**config.mk**
```make
export PLATFORM = sky130hd
export DESIGN_NAME = instruction_loader
export DESIGN_NICKNAME = d
export VERILOG_FILES = /design/src/rtl/instruction_loader.sv
export SDC_FILE = /design/constraint.sdc
export NUM_CORES = 1
export LEC_CHECK = 0
export BUFFER_PORTS_ARGS = -buffer_cell sky130_fd_sc_hd__buf_2
export CORE_MARGIN = 3
export CORE_UTILIZATION = 29
export CTS_CLUSTER_DIAMETER = 200
export DETAILED_ROUTE_END_ITERATION = 8
export GPL_TIMING_DRIVEN = 0
export PLACE_DENSITY = 0.49
export SYNTH_ARGS = -nofsm -noshare
export SYNTH_HDL_FRONTEND = slang
export SYNTH_SLANG_ARGS = --single-unit
```
**constraint.sdc**
```tcl
create_clock -name i_clk -period 1.5 [get_ports i_clk]
set_input_delay 0.075 -clock i_clk [delete_from_list [all_inputs] [get_ports i_clk]]
set_output_delay 0.075 -clock i_clk [all_outputs]
set_load 0.01 [all_outputs]
```
**src/rtl/instruction_loader.sv**
```systemverilog
// Writer side of the instruction-memory load port: packs big-endian UART bytes into
// instruction words and strobes them into the IF-stage memory until the all-zero HALT word.
module instruction_loader #(
  parameter int INSTRUCTION_SIZE  = 32,
  parameter int BYTE_SIZE         = 8,
  parameter int MEM_SIZE_IN_WORDS = 20,
  localparam int COUNT_W          = $clog2(MEM_SIZE_IN_WORDS + 1)
) (
  input  logic                        i_clk,
  input  logic                        i_reset,
  input  logic                        i_load_start,
  input  logic                        i_rx_valid,
  input  logic [BYTE_SIZE-1:0]        i_rx_data,
  input  logic                        i_full_mem,
  output logic                        o_write_mem,
  output logic [INSTRUCTION_SIZE-1:0] o_instruction,
  output logic                        o_busy,
  output logic                        o_done,
  output logic                        o_error,
  output logic [COUNT_W-1:0]          o_word_count
);

  localparam int BYTES_PER_WORD = INSTRUCTION_SIZE / BYTE_SIZE;
  localparam int BCNT_W         = (BYTES_PER_WORD > 2) ? $clog2(BYTES_PER_WORD) : 1;
  localparam int ASM_W          = INSTRUCTION_SIZE - BYTE_SIZE;

  typedef enum logic [2:0] {
    ST_IDLE,
    ST_RECEIVE,
    ST_WRITE,
    ST_DONE,
    ST_ERROR
  } state_t;

  state_t                      state_reg;
  logic [BCNT_W-1:0]           byte_cnt_reg;
  // Only the first BYTES_PER_WORD-1 bytes need storing; the last byte comes straight off i_rx_data.
  logic [ASM_W-1:0]            asm_reg;
  logic [INSTRUCTION_SIZE-1:0] instr_reg;
  logic                        write_reg;
  logic                        busy_reg;
  logic                        done_reg;
  logic                        error_reg;
  logic [COUNT_W-1:0]          word_count_reg;

  logic [INSTRUCTION_SIZE-1:0] word_next;
  logic                        last_byte;

  assign word_next = {asm_reg, i_rx_data};
  assign last_byte = (byte_cnt_reg == BCNT_W'(BYTES_PER_WORD - 1));

  always_ff @(posedge i_clk) begin
    if (i_reset) begin
      state_reg      <= ST_IDLE;
      byte_cnt_reg   <= '0;
      asm_reg        <= '0;
      instr_reg      <= '0;
      write_reg      <= 1'b0;
      busy_reg       <= 1'b0;
      done_reg       <= 1'b0;
      error_reg      <= 1'b0;
      word_count_reg <= '0;
    end else begin
      case (state_reg)
        ST_IDLE, ST_DONE, ST_ERROR: begin
          if (i_load_start) begin
            state_reg      <= ST_RECEIVE;
            byte_cnt_reg   <= '0;
            word_count_reg <= '0;
            done_reg       <= 1'b0;
            error_reg      <= 1'b0;
            busy_reg       <= 1'b1;
          end
        end

        ST_RECEIVE: begin
          if (i_rx_valid) begin
            asm_reg <= word_next[ASM_W-1:0];
            if (last_byte) begin
              byte_cnt_reg <= '0;
              if (i_full_mem) begin
                state_reg <= ST_ERROR;
                error_reg <= 1'b1;
                busy_reg  <= 1'b0;
              end else begin
                state_reg <= ST_WRITE;
                instr_reg <= word_next;
                write_reg <= 1'b1;
              end
            end else begin
              byte_cnt_reg <= byte_cnt_reg + 1'b1;
            end
          end
        end

        ST_WRITE: begin
          write_reg <= 1'b0;
          if (word_count_reg != COUNT_W'(MEM_SIZE_IN_WORDS))
            word_count_reg <= word_count_reg + 1'b1;
          if (instr_reg == '0) begin
            state_reg <= ST_DONE;
            done_reg  <= 1'b1;
            busy_reg  <= 1'b0;
          end else begin
            state_reg <= ST_RECEIVE;
          end
          // A byte landing in the write cycle is byte 0 of the following word.
          if (i_rx_valid) begin
            asm_reg      <= word_next[ASM_W-1:0];
            byte_cnt_reg <= BCNT_W'(1);
          end
        end

        default: begin
          state_reg <= ST_IDLE;
          write_reg <= 1'b0;
          busy_reg  <= 1'b0;
        end
      endcase
    end
  end

  assign o_write_mem   = write_reg;
  assign o_instruction = instr_reg;
  assign o_busy        = busy_reg;
  assign o_done        = done_reg;
  assign o_error       = error_reg;
  assign o_word_count  = word_count_reg;

endmodule

```
==> reports/qor.yml <==
clock_latency_ns: 0.35
diodes: 0
via_per_inst: 4.82
layout_setup_ws_ns: -0.0442
startpoint: "state_reg[1]"
grt_pass1_vias: 2693
hold_class: "in2reg"
dpl.hpwl_mm: 5.57
cts_tree: "done"
fp.dieW_um: 105
rsz0062_at_grt: "yes"
setup_viol: 2
mostFrequentLayoutCells: "nand2_1, dfxtp_1, buf_2"
synth_top_cell_area_share_pct: 49.5
r2r_end: "o_word_count[0]"
area_delta_synth_final_pct: 56.0
final_common_cell: "nand2_1"
relSlewSlack_pct: 54.6
hold_viol: 0
run_status: "finished with violations"
drt_iter0_markers: 92
synth_area_leader_cell: "dfxtp_1"
synth_edf_count: 0
ys_types: 38
antenna_found_initial: 0
yosysWarningCount: 0
grt_use_total_pct: 15.5
path_class: "reg2reg"
synth_area_leaders: "dfxtp_1, nand2_1, a21oi_1, nor4_1, buf_2"
whs_ns: 0.0601
drv_cap: 0
finalWirelength_mm: 8.88
crit_end: "o_word_count[0]"
avgSynthCellArea_um2: 8.02
violations: "setup timing"
num_rows: 35
clock_sinks: 70
drt_first_pass_iters: 4
grt_max_degree: 12
syn_inst: 353
tightest_slew_ns: 0.681
post-place-ws_ns: -0.335
critPathArrivalTime_ns: 1.82
required_ns: 1.77
netlist_area_mm2: 0.00283
initial_core_util_pct: 30.2
drive_gt1_share_pct: 46.1
num_vias: 2840
largest_register_ffs: 32
fin_crit_sh_pct: 103
critPathLaunchType: "register"
ff2ff_setup_slack_ns: -0.04
async_reset_ff_share_pct: 0
cp_max_fo: 6
synthFlopType: "dfxtp_1"
fin_skew_ns: 0.00819
grt.busiest_layer: "met2"
path_clk_slew_ns: 0.07
fmax_mhz: 648
syn_nets: 369
cts_root_buf: "clkbuf_8"
grt_first_pass_wirelength_mm: 13.7
fin_util_pct: 47.1
nFillCells: 952
cts.path.max_buffers: 2
ir_drop_mv: 0.424
critPathCaptureType: "register"
finalCriticalPeriod_ns: 1.54
setup_tns_ns: -0.0484
grtUsageMet1_pct: 21.1
leakage_nw: 1.77
postPlaceCellArea_mm2: 0.00325
met3_usage_pct: 4.14
ant_nets: 0
avgRoutedWirePerCell_um: 15.1
io_pins: 54
io_buffers: 52
reg2reg_depth: 5
grt-ovfl-total: 0
htreeDepth: 3
fp.dieH_um: 105
fp.dieArea_mm2: 0.0110
drc: 0
ys_ff_latch: 70
fin_nets: 472
slew_viol_final: 0
coreArea_mm2: 0.00937
use_met2_pct: 23.9
seq_area_frac_synth_pct: 49.5
place.gp.congestion: 0.758
cts_buffers: 9
post-route-cell-area_mm2: 0.00442
power.density_mw_per_mm2: 1070
regToRegStartpoint: "state_reg[1]"
-- synth_stat cells, types with 2 or more instances --
master,instances
nand2_1,115
dfxtp_1,70
a211o_1,2
nor2_1,6
a21oi_1,68
nand4_1,2
o211ai_1,2
nand2b_1,2
or3_1,4
or4_1,2
nand3_1,5
a31oi_1,2
clkbuf_1,10
inv_1,6
a211oi_1,3
ha_1,3
buf_2,11
nor3b_2,3
nor4_1,9
o31ai_1,2
nor2b_1,3
nor4bb_1,2
nand4b_1,2
o21ai_0,5
-- metrics by stage --
step | power [mW] | cells
after floorplan | 2.56 | 353
after global routing | 4.97 | 589
after CTS | 4.46 | 571
after detailed placement | 2.78 | 534
after global placement | 2.77 | 534
final | 4.74 | 589
-- power by group --
part | switching [mW] | internal (mW)
clock network | 0.713 | 0.672
logic | 0.635 | 0.655
registers | 0.108 | 1.96
-- per-layer routing --
metal | up-vias | part of all wire [%]
li1 | 1419 | -
met4 | 0 | 1.2
met2 | 59 | 47
met3 | 11 | 4.2
met5 | - | 0
met1 | 1351 | 48
-- cell type report --
type	count	area [um2]	share of cell area, %
clock buffers	11	151	3.43
repair buffers	92	656	14.8
inverters	6	22.5	0.510
plain buffers	23	226	5.13
flip-flops and latches	70	1430	32.4
multi-input cells	254	1740	39.5
well taps	129	161	3.66
clock inverters	4	22.5	0.510
-- worst min path at each step --
stage,start,end,cells past startpoint
global placement,i_rx_data[1],asm_reg[1],3
finish,i_full_mem,state_reg[2],3
global route,i_full_mem,state_reg[2],3
detailed placement,i_rx_data[1],asm_reg[1],3
floorplan,i_rx_data[0],asm_reg[0],2
CTS,i_full_mem,state_reg[2],3
-- worst max-delay path, stage by stage, from the launching register on --
cell and delay (ns):
dfxtp_4 0.38, buf_12 0.14, nor3b_4 0.26, a21oi_4 0.08, or4_1 0.48, a21oi_1 0.14
-- cells by family (layout without fill, tap and decap cells) --
logic type	count (synthesis)	count (layout)	share of synthesized area [%]
flops	70	70	49.5
simple gates	159	159	26.1
fa+ha+maj	3	3	1.33
compound gates	91	91	17.9
mux	1	1	0.398
buf+inv	29	136	4.73
-- repair_timing --
item	in CTS	in global routing
gates cloned	0	8
hold buffers	8	0
pin swaps	13	44
gates resized for setup	56	113
buffers inserted	14	10
endpoints found under the hold margin	12	0
endpoints found under the setup margin	67	66
Power figures use the tool's default switching activity.
